## src/rtl/count_wrap_display.sv

```systemverilog
// Counts F->0 wraps of a 4-bit counter into a saturating 2-digit BCD count and scans the result onto a 4-digit 7-segment display.
// Optional build macro WRAP_DISP_SYNC_EN selects a two-flop synchronizer on q_in; otherwise a single sample register is used.
module count_wrap_display #(
  parameter int SCAN_DIV = 4
) (
  input  logic       clk,
  input  logic       rst,
  input  logic [3:0] q_in,
  input  logic       clr,
  output logic       wrap_pulse,
  output logic [7:0] wrap_count,
  output logic       sat,
  output logic [3:0] an,
  output logic [6:0] seg
);

  localparam logic [15:0] PRESC_LAST = 16'(SCAN_DIV - 1);

  logic [3:0]  s2;
  logic [3:0]  prev;
  logic        wrap_det;
  logic [15:0] presc;
  logic [1:0]  idx;
  logic [1:0]  idx_nxt;
  logic        presc_term;
  logic [3:0]  an_nxt;
  logic [6:0]  seg_nxt;

  function automatic logic [6:0] hex7(input logic [3:0] v);
    logic [6:0] r;
    case (v)
      4'h0: r = 7'h40;
      4'h1: r = 7'h79;
      4'h2: r = 7'h24;
      4'h3: r = 7'h30;
      4'h4: r = 7'h19;
      4'h5: r = 7'h12;
      4'h6: r = 7'h02;
      4'h7: r = 7'h78;
      4'h8: r = 7'h00;
      4'h9: r = 7'h10;
      4'ha: r = 7'h08;
      4'hb: r = 7'h03;
      4'hc: r = 7'h46;
      4'hd: r = 7'h21;
      4'he: r = 7'h06;
      default: r = 7'h0e;
    endcase
    return r;
  endfunction

`ifdef WRAP_DISP_SYNC_EN
  logic [3:0] s1;

  // q_in may come from a ripple clock domain, so it is resynchronized before use.
  always_ff @(posedge clk or negedge rst) begin
    if (!rst) begin
      s1 <= 4'h0;
      s2 <= 4'h0;
    end else begin
      s1 <= q_in;
      s2 <= s1;
    end
  end
`else
  always_ff @(posedge clk or negedge rst) begin
    if (!rst) s2 <= 4'h0;
    else      s2 <= q_in;
  end
`endif

  // wrap_pulse is a valid-only strobe: one cycle per wrap, no ready/backpressure;
  // wrap_count and sat are already updated in the cycle the strobe is high.
  assign wrap_det = (prev == 4'hf) && (s2 == 4'h0);

  always_ff @(posedge clk or negedge rst) begin
    if (!rst) begin
      prev       <= 4'h0;
      wrap_pulse <= 1'b0;
    end else begin
      prev       <= s2;
      wrap_pulse <= wrap_det;
    end
  end

  always_ff @(posedge clk or negedge rst) begin
    if (!rst) begin
      wrap_count <= 8'h00;
      sat        <= 1'b0;
    end else if (clr) begin
      wrap_count <= 8'h00;
      sat        <= 1'b0;
    end else if (wrap_det && !sat) begin
      if (wrap_count[3:0] == 4'd9) begin
        wrap_count[3:0] <= 4'd0;
        wrap_count[7:4] <= wrap_count[7:4] + 4'd1;
      end else begin
        wrap_count[3:0] <= wrap_count[3:0] + 4'd1;
      end
      sat <= (wrap_count == 8'h98);
    end
  end

  assign presc_term = (presc == PRESC_LAST);
  assign idx_nxt    = presc_term ? idx + 2'd1 : idx;

  // seg is refreshed every cycle from the digit that will be active after this edge,
  // so the display follows s2/wrap_count with one cycle of lag.
  always_comb begin
    an_nxt  = ~(4'b0001 << idx_nxt);
    seg_nxt = 7'h7f;
    case (idx_nxt)
      2'd0: seg_nxt = hex7(s2);
      2'd1: seg_nxt = hex7(wrap_count[3:0]);
      2'd2: seg_nxt = hex7(wrap_count[7:4]);
      default: seg_nxt = sat ? 7'h06 : 7'h7f;
    endcase
  end

  always_ff @(posedge clk or negedge rst) begin
    if (!rst) begin
      presc <= 16'd0;
      idx   <= 2'd0;
      an    <= 4'b1110;
      seg   <= 7'h40;
    end else begin
      presc <= presc_term ? 16'd0 : presc + 16'd1;
      idx   <= idx_nxt;
      an    <= an_nxt;
      seg   <= seg_nxt;
    end
  end

endmodule

```

## config.mk

```make
export PLATFORM = sky130hd
export DESIGN_NAME = count_wrap_display
export DESIGN_NICKNAME = d
export VERILOG_FILES = /design/src/rtl/count_wrap_display.sv
export SDC_FILE = /design/constraint.sdc
export NUM_CORES = 1
export LEC_CHECK = 0
export BUFFER_PORTS_ARGS = -buffer_cell sky130_fd_sc_hd__buf_2
export CAP_MARGIN = 0
export CORE_AREA = 4 4 83 85
export DETAILED_ROUTE_END_ITERATION = 8
export DIE_AREA = 0 0 87 89
export PLACE_DENSITY = 0.76
export SYNTH_ARGS = -nofsm -noshare
export SYNTH_HDL_FRONTEND = slang
export SYNTH_SLANG_ARGS = --single-unit
export TNS_END_PERCENT = 20
```

## constraint.sdc

```tcl
create_clock -name clk -period 2.9 [get_ports clk]
set_input_delay 0.435 -clock clk [delete_from_list [all_inputs] [get_ports clk]]
set_output_delay 0.435 -clock clk [all_outputs]
set_load 0.05 [all_outputs]
```

==> results.yml, run 1 <==
detailed_routing:
  drt-initial-drc-count: 235
  detailedRoute.firstPassIterationCount: 5
  routed_via_density: 5.720
  drt-total-wl_um: 6060
  wl_per_cell_um: 15.00
  drc_errors: 0
  via_count: 2311
  route.antenna.remaining_nets: 0
sta:
  max_clock_freq_ghz: 0.4455
  timing.slew.headroom_pct: 32.18
  rsz0062_at_grt: "false"
  shortest_clock_period_the_worst_path_allows_after_layout_ps: 2245
  slew_viol_final: 0
  setup_ws_ps: 655.4
  final_min_period_over_clock_period_pct: 77.40
  timing.clock.skew_ps: 13.07
  final.setup.tns_ps: 0
  tightest_slew_ps: 1017
  finalHoldViolations: 0
  setup_violations: 0
power:
  combPwrFrac_pct: 8.8
  internal-power_mw: 0.8828
  leakagePower_nw: 1.454
  switching_share_pct: 27.64
  power_per_cell_area_nw_per_um2: 375.6
  power_switching_mw: 0.3372
  vdd_ir_drop_max_mv: 0.2463
  power.clock.fraction_pct: 35.3
  share_seq_of_total_power_pct: 55.8
clocking:
  clk_latency_ps: 310
  cts-resized-gates: 0
  tritoncts: "built"
  max_clock_buf_depth: 2
  cts_setup_buffers: 0
  clk_pin_slew_ps: 90
  cts-buffers-inserted: 5
  cts.sink_count: 47
  clockRootBuffer: "sky130_fd_sc_hd__clkbuf_8"
  htreeDepth: 2
  ctsHoldBuffers: 0
synth:
  ys.warnings.count: 0
  avgSynthCellArea_um2: 9.712
  synth_flop_cell: "sky130_fd_sc_hd__dfrtp_1"
  synth-seq-area-share_pct: 39.61
  synth_top_area_cell: "sky130_fd_sc_hd__dfrtp_1"
  postSynthRegisterBits: 47
  synth_top_cells_by_area: "sky130_fd_sc_hd__dfrtp_1 (36%), sky130_fd_sc_hd__ha_1 (9.2%), sky130_fd_sc_hd__nor2_1 (3.8%)"
  post_synth_inst_count: 307
  post_synth_num_cell_types: 48
  syn-num-nets: 336
  synth_most_common_cell: "sky130_fd_sc_hd__dfrtp_1"
  synthTopCellsByCount: "sky130_fd_sc_hd__dfrtp_1 (43), sky130_fd_sc_hd__nor2_1 (30), sky130_fd_sc_hd__nand2_1 (26), sky130_fd_sc_hd__ha_1 (22), sky130_fd_sc_hd__o21ai_0 (19)"
  number_of_enable_flip_flop_cells_after_synthesis: 0
  yosysTopAreaCellShare_pct: 36.09
  mapped_cell_area_um2: 2982
  ys_async_sr_fraction_pct: 100.0
placed_design:
  preCtsSetupSlack_ps: 676.2
  dp.final_hpwl_um: 4392
  io_buffer_count: 27
  place_congestion: 0.8969
critical_path:
  critPathLaunch: "s2[1]$_DFF_PN0_"
  worst-setup-path-type: "register to register"
  crit_required_ps: 3090
  worst_ep_arrival_time_ps: 2440
  critPathCaptureType: "register"
  launching_element_type_of_the_critical_path: "register"
  r2r-start: "s2[1]$_DFF_PN0_"
  crit_fanout: 5
floorplanning:
  row_count: 29
  die_extent_in_y_um: 89
  die-area_um2: 7743
  ios: 28
  die_x_um: 87
  core_um2: 6205
  initial_core_utilization_pct: 48.05
layout:
  fillers: 572
  nets: 355
  area_growth_pct: 8.938
  n_antenna_cell: 0
  final_layout_size_suffix_gt1_share_pct: 18.35
  finalCoreUtilization_pct: 52.35
global_routing:
  first_global_vias: 2231
  global_route.overflow_total: 0
  grt_start_max_net_pins: 48
  grt_antenna_before_repair: 0
  grt_pass1_wl_um: 10630
  grt.total_usage_pct: 17.26
job:
  maxCapViolCount: 0
status:
  status: "finished, final reports clean"
min_path:
  hold_path_startpoint: "q_in[2]"
  worstHoldPathType: "input port to register"
logic make-up (layout without fill, tap and decap cells):
family / Yosys count / after routing / synth area share (%)
flops: 47 / 47 / 39.61
compound gates: 60 / 60 / 12.72
xor+xnor: 18 / 18 / 5.287
fa+ha+maj: 22 / 22 / 9.232
simple gates: 113 / 113 / 21.15
buf+inv: 28 / 48 / 3.693
mux: 19 / 19 / 8.309
per-layer routing:
layer	global-route usage, %	vias to the layer above	share of wire [%]
li1	-	1121	-
met3	4.424	13	6.6
met5	0	-	0
met4	6.232	0	1.9
met1	23.02	1087	45
met2	27.26	90	47
cells in the final DEF, fill, tap and decap left out, types with 5 or more instances in the layout:
cell / n
sky130_fd_sc_hd__ha_1: 22
sky130_fd_sc_hd__clkbuf_8: 5
sky130_fd_sc_hd__xnor2_1: 11
sky130_fd_sc_hd__nand3_1: 12
sky130_fd_sc_hd__nor2b_1: 8
sky130_fd_sc_hd__inv_1: 11
sky130_fd_sc_hd__a21oi_1: 16
sky130_fd_sc_hd__nor3_1: 7
sky130_fd_sc_hd__o211ai_1: 5
sky130_fd_sc_hd__mux2i_1: 9
sky130_fd_sc_hd__nand4_1: 5
sky130_fd_sc_hd__xor2_1: 7
sky130_fd_sc_hd__nand2_1: 26
sky130_fd_sc_hd__dfrtp_1: 43
sky130_fd_sc_hd__mux2_2: 6
sky130_fd_sc_hd__o21ai_0: 19
sky130_fd_sc_hd__buf_2: 27
sky130_fd_sc_hd__nor2_1: 30
registers in the layout (all words and copies together), names as in the netlist:
signal and count:
wrap_count 8, seg 7, prev 4, wrap_pulse 1, sat 1, idx 2, presc 16, an 4
s2 4
critical path, stage by stage, from the launching register on:
cell and delay (ps):
sky130_fd_sc_hd__dfrtp_1 440, sky130_fd_sc_hd__inv_1 130, sky130_fd_sc_hd__ha_1 330, sky130_fd_sc_hd__inv_1 50, sky130_fd_sc_hd__mux4_2 450, sky130_fd_sc_hd__mux4_2 470
sky130_fd_sc_hd__mux2_2 270
power groups by stage:
stage	sequential (mW)	combinational [mW]	clock, mW
after floorplan	0.720	0.0441	0
after global placement	0.693	0.107	0
after detailed placement	0.694	0.108	0
after CTS	0.681	0.109	0.442
after global routing	0.683	0.118	0.471
final	0.681	0.108	0.431
stage by stage:
stage / hold WS [ps] / power (mW) / std cells / instance area (um^2)
after detailed placement: 456.7 / 0.8021 / 396 / 3152
after global routing: 216.5 / 1.272 / 404 / 3248
after global placement: 437.4 / 0.7996 / 396 / 3152
after CTS: 219.9 / 1.232 / 404 / 3248
final: 227.2 / 1.220 / 404 / 3248
after floorplan: 139.4 / 0.7640 / 307 / 2982
path summary, 6_finish.rpt:
check	to	slack (ps)	depth (start not counted)
setup reg to reg	seg[3]$_DFF_PN0_	660	6
min in group asynchronous	presc[8]$_DFF_PN0_	290	1
setup / recovery	seg[3]$_DFF_PN0_	660	6
hold reg to reg	prev[0]$_DFF_PN0_	480	0
max in group asynchronous	seg[3]$_DFF_PN0_	1980	1
hold / removal	s2[2]$_DFF_PN0_	230	1
final cells by class:
type / instances / area, um^2 / share of cell area, %
multi-input combinational: 232 / 1690 / 52.04
timing repair buffer: 27 / 135.1 / 4.160
inverter: 13 / 48.80 / 1.502
clock buffer: 5 / 68.82 / 2.119
clock inverter: 3 / 27.53 / 0.8475
sequential: 47 / 1181 / 36.36
tap: 77 / 96.34 / 2.966
No activity file was read; power rests on OpenSTA's default activity.
==> inputs of run 2 (changes only) <==
--- a/config.mk
+++ b/config.mk
@@ -5,12 +5,13 @@
 export SDC_FILE = /design/constraint.sdc
 export NUM_CORES = 1
 export LEC_CHECK = 0
+export ABC_AREA = 1
 export BUFFER_PORTS_ARGS = -buffer_cell sky130_fd_sc_hd__buf_2
 export CAP_MARGIN = 0
-export CORE_AREA = 4 4 83 85
+export CORE_AREA = 4 4 82 84
 export DETAILED_ROUTE_END_ITERATION = 8
-export DIE_AREA = 0 0 87 89
-export PLACE_DENSITY = 0.76
+export DIE_AREA = 0 0 86 88
+export PLACE_DENSITY = 0.79
 export SYNTH_ARGS = -nofsm -noshare
 export SYNTH_HDL_FRONTEND = slang
 export SYNTH_SLANG_ARGS = --single-unit
==> constraint.sdc (replaced) <==
create_clock -name clk -period 1.9 [get_ports clk]
set_input_delay 0.285 -clock clk [delete_from_list [all_inputs] [get_ports clk]]
set_output_delay 0.285 -clock clk [all_outputs]
set_load 0.05 [all_outputs]
==> run 2 against run 1 <==
- worst setup slack worse by 500 ps
- non-clock buffer count up 4
- cell area decreased by 0.54%
- critical path type unchanged
- critical endpoint is now seg[0]$_DFF_PN0_
==> results.yml, run 2 <==
sta:
  slew_viol_final: 0
  timing.slew.headroom_pct: 63.08
  timing.clock.skew_ps: 15.16
  final.setup.tns_ps: 0
  shortest_clock_period_the_worst_path_allows_after_layout_ps: 1746
  final_min_period_over_clock_period_pct: 91.88
  rsz0062_at_grt: "false"
  tightest_slew_ps: 553.8
  finalHoldViolations: 0
  max_clock_freq_ghz: 0.5729
  setup_violations: 0
synth:
  post_synth_num_cell_types: 33
  postSynthRegisterBits: 47
  synthTopCellsByCount: "sky130_fd_sc_hd__nand2_1 (63), sky130_fd_sc_hd__inv_1 (49), sky130_fd_sc_hd__dfrtp_1 (43), sky130_fd_sc_hd__nand3_1 (33), sky130_fd_sc_hd__nor2_1 (32)"
  syn-num-nets: 389
  number_of_enable_flip_flop_cells_after_synthesis: 0
  yosysTopAreaCellShare_pct: 37.20
  post_synth_inst_count: 360
  synth_top_cells_by_area: "sky130_fd_sc_hd__dfrtp_1 (37%), sky130_fd_sc_hd__ha_1 (9.5%), sky130_fd_sc_hd__nand2_1 (8.2%)"
  synth_top_area_cell: "sky130_fd_sc_hd__dfrtp_1"
  avgSynthCellArea_um2: 8.035
  synth_most_common_cell: "sky130_fd_sc_hd__nand2_1"
  ys.warnings.count: 0
  synth_flop_cell: "sky130_fd_sc_hd__dfrtp_1"
  synth-seq-area-share_pct: 40.83
  mapped_cell_area_um2: 2893
  ys_async_sr_fraction_pct: 100.0
global_routing:
  grt_use_met3_pct: 3.669
  first_global_vias: 2338
  grt_pass1_wl_um: 10550
  grt_start_max_net_pins: 25
  global_route.overflow_total: 0
  grt.total_usage_pct: 17.37
  grt_util_met2_pct: 27.82
  grt.busiest_layer: "met2"
  grt_antenna_before_repair: 0
  grt_use_met1_pct: 24.16
layout:
  final_common_cell: "sky130_fd_sc_hd__nand2_1"
  sequential_standard_cell_area_um2: 1181
  area_growth_pct: 11.68
  largest_registers: "presc (16), wrap_count (8), seg (7)"
  finalCoreUtilization_pct: 54.56
  final_cell_mix: "sky130_fd_sc_hd__nand2_1 (63), sky130_fd_sc_hd__inv_1 (48), sky130_fd_sc_hd__dfrtp_1 (43)"
  nets: 420
  multi_input_area_um2: 1488
  number_of_flip_flops_in_the_largest_register: 16
  n_antenna_cell: 0
  stdcell_area_um2: 3231
  fillers: 558
  final_layout_size_suffix_gt1_share_pct: 18.11
  registers.top_by_ff_count: "presc"
clocking:
  cts.sink_count: 47
  max_clock_buf_depth: 2
  clockRootBuffer: "sky130_fd_sc_hd__clkbuf_8"
  tritoncts: "built"
  cts-buffers-inserted: 5
  clk_pin_slew_ps: 90
  clk_latency_ps: 300
  htreeDepth: 2
placed_design:
  io_buffer_count: 27
  dp.final_hpwl_um: 4548
  place_area_um2: 3097
  place_congestion: 0.9239
status:
  status: "finished, final reports clean"
floorplanning:
  die-area_um2: 7568
  ios: 28
  die_x_um: 86
  initial_core_utilization_pct: 48.86
  core_um2: 5921
  die_extent_in_y_um: 88
  row_count: 28
detailed_routing:
  drt-initial-drc-count: 163
  detailedRoute.firstPassIterationCount: 4
  via_count: 2427
  drc_errors: 0
  drt-total-wl_um: 5996
  route.antenna.remaining_nets: 0
  routed_via_density: 5.197
  wl_per_cell_um: 12.84
power:
  leakagePower_nw: 1.666
  vdd_ir_drop_max_mv: 0.4409
  power_per_cell_area_nw_per_um2: 670.7
  totalPowerFinal_mw: 2.167
min_path:
  whs_endpoint: "s2[0]$_DFF_PN0_"
  hold_path_startpoint: "q_in[0]"
  hold_path_depth: 1
  worstHoldPathType: "input port to register"
critical_path:
  timing.critical_path.buf_inv: 2
  worst-setup-path-type: "register to register"
  crit_chain: "inv_1 > ha_1 > or2_2 > o21ai_0 > nand2_1 > nand2_1 > inv_1 > nand3_1 > nand4_1"
  launching_element_type_of_the_critical_path: "register"
  ff2ff_setup_slack_ps: 150
  cpPeakStageDelay_ps: 460
  critPathCaptureType: "register"
  worst_ep_arrival_time_ps: 1890
  crit_fanout: 6
  worst_path_max_delay_cell: "sky130_fd_sc_hd__dfrtp_1"
  r2r-start: "wrap_count[5]$_DFFE_PN0P_"
  reg2regPathDepth: 9
  crit_required_ps: 2050
  crit-reg2reg-capture: "seg[0]$_DFF_PN0_"
  worst_path_dominant_cell_family: "simple AND/OR/NAND/NOR gates"
job:
  maxCapViolCount: 0
==> run 2: area by class of cell <==
cell class,instances,area share [%]
clock buffers,8,3.098
inverters,50,5.809
multi-input cells,256,46.05
flip-flops and latches,47,36.56
well taps,75,2.905
repair buffers,31,5.577
==> run 2: stage by stage <==
step | setup WS [ps] | hold slack (ps) | instances
after floorplan | 32.34 | -10.59 | 360
after global placement | 255.2 | 296.1 | 456
after detailed placement | 120.0 | 306.4 | 456
after CTS | 88.51 | 85.48 | 465
after global routing | 7.397 | 66.38 | 467
final | 154.4 | 87.97 | 467
==> run 2: kinds of logic after synthesis <==
| kind of cell | after synthesis | synth area share, % |
|---|---|---|
| compound gates | 50 | 9.300 |
| xor+xnor | 12 | 3.893 |
| fa+ha+maj | 22 | 9.515 |
| buf+inv | 58 | 8.304 |
| flops | 47 | 40.83 |
| simple gates | 171 | 28.16 |
==> run 2: power by group <==
group / switching [mW] / total [mW] / internal, mW
Combinational: 0.301 / 0.426 / 0.125
Sequential: 0.0438 / 1.08 / 1.04
Clock: 0.326 / 0.658 / 0.333
Total: 0.671 / 2.17 / 1.50
==> run 2: how the worst max path moves through the flow <==
| stage | from | endpoint | slack, ps | cells past startpoint |
|---|---|---|---|---|
| 2_1_floorplan | wrap_count[5]$_DFFE_PN0P_ | seg[0]$_DFF_PN0_ | 30 | 9 |
| 3_3_place_gp | wrap_count[5]$_DFFE_PN0P_ | seg[0]$_DFF_PN0_ | 260 | 9 |
| 3_5_place_dp | wrap_count[1]$_DFFE_PN0P_ | wrap_count[4]$_DFFE_PN0P_ | 120 | 8 |
| 4_1_cts | wrap_count[1]$_DFFE_PN0P_ | wrap_count[4]$_DFFE_PN0P_ | 90 | 8 |
| 5_1_grt | presc[5]$_DFF_PN0_ | seg[4]$_DFF_PN0_ | 7 | 8 |
| 6_report | wrap_count[5]$_DFFE_PN0P_ | seg[0]$_DFF_PN0_ | 150 | 9 |
==> run 2: timing repair <==
action,in CTS,in global routing
setup buffers,0,1
endpoints found under the setup margin,0,5
hold endpoints to repair,19,0
hold buffers,1,0
gates resized for setup,0,2
==> run 2: layer usage <==
metal / wire [um] / vias to the layer above
met5: 0 / -
met4: 63 / 0
met3: 292 / 7
met2: 2843 / 73
met1: 2796 / 1129
li1: - / 1218
==> run 2: worst reg2reg max path, cell delays in order (launching register included) <==
cell	delay [ps]
sky130_fd_sc_hd__dfrtp_1	460
sky130_fd_sc_hd__inv_1	160
sky130_fd_sc_hd__ha_1	240
sky130_fd_sc_hd__or2_2	290
sky130_fd_sc_hd__o21ai_0	80
sky130_fd_sc_hd__nand2_1	70
sky130_fd_sc_hd__nand2_1	60
sky130_fd_sc_hd__inv_1	30
sky130_fd_sc_hd__nand3_1	70
sky130_fd_sc_hd__nand4_1	120
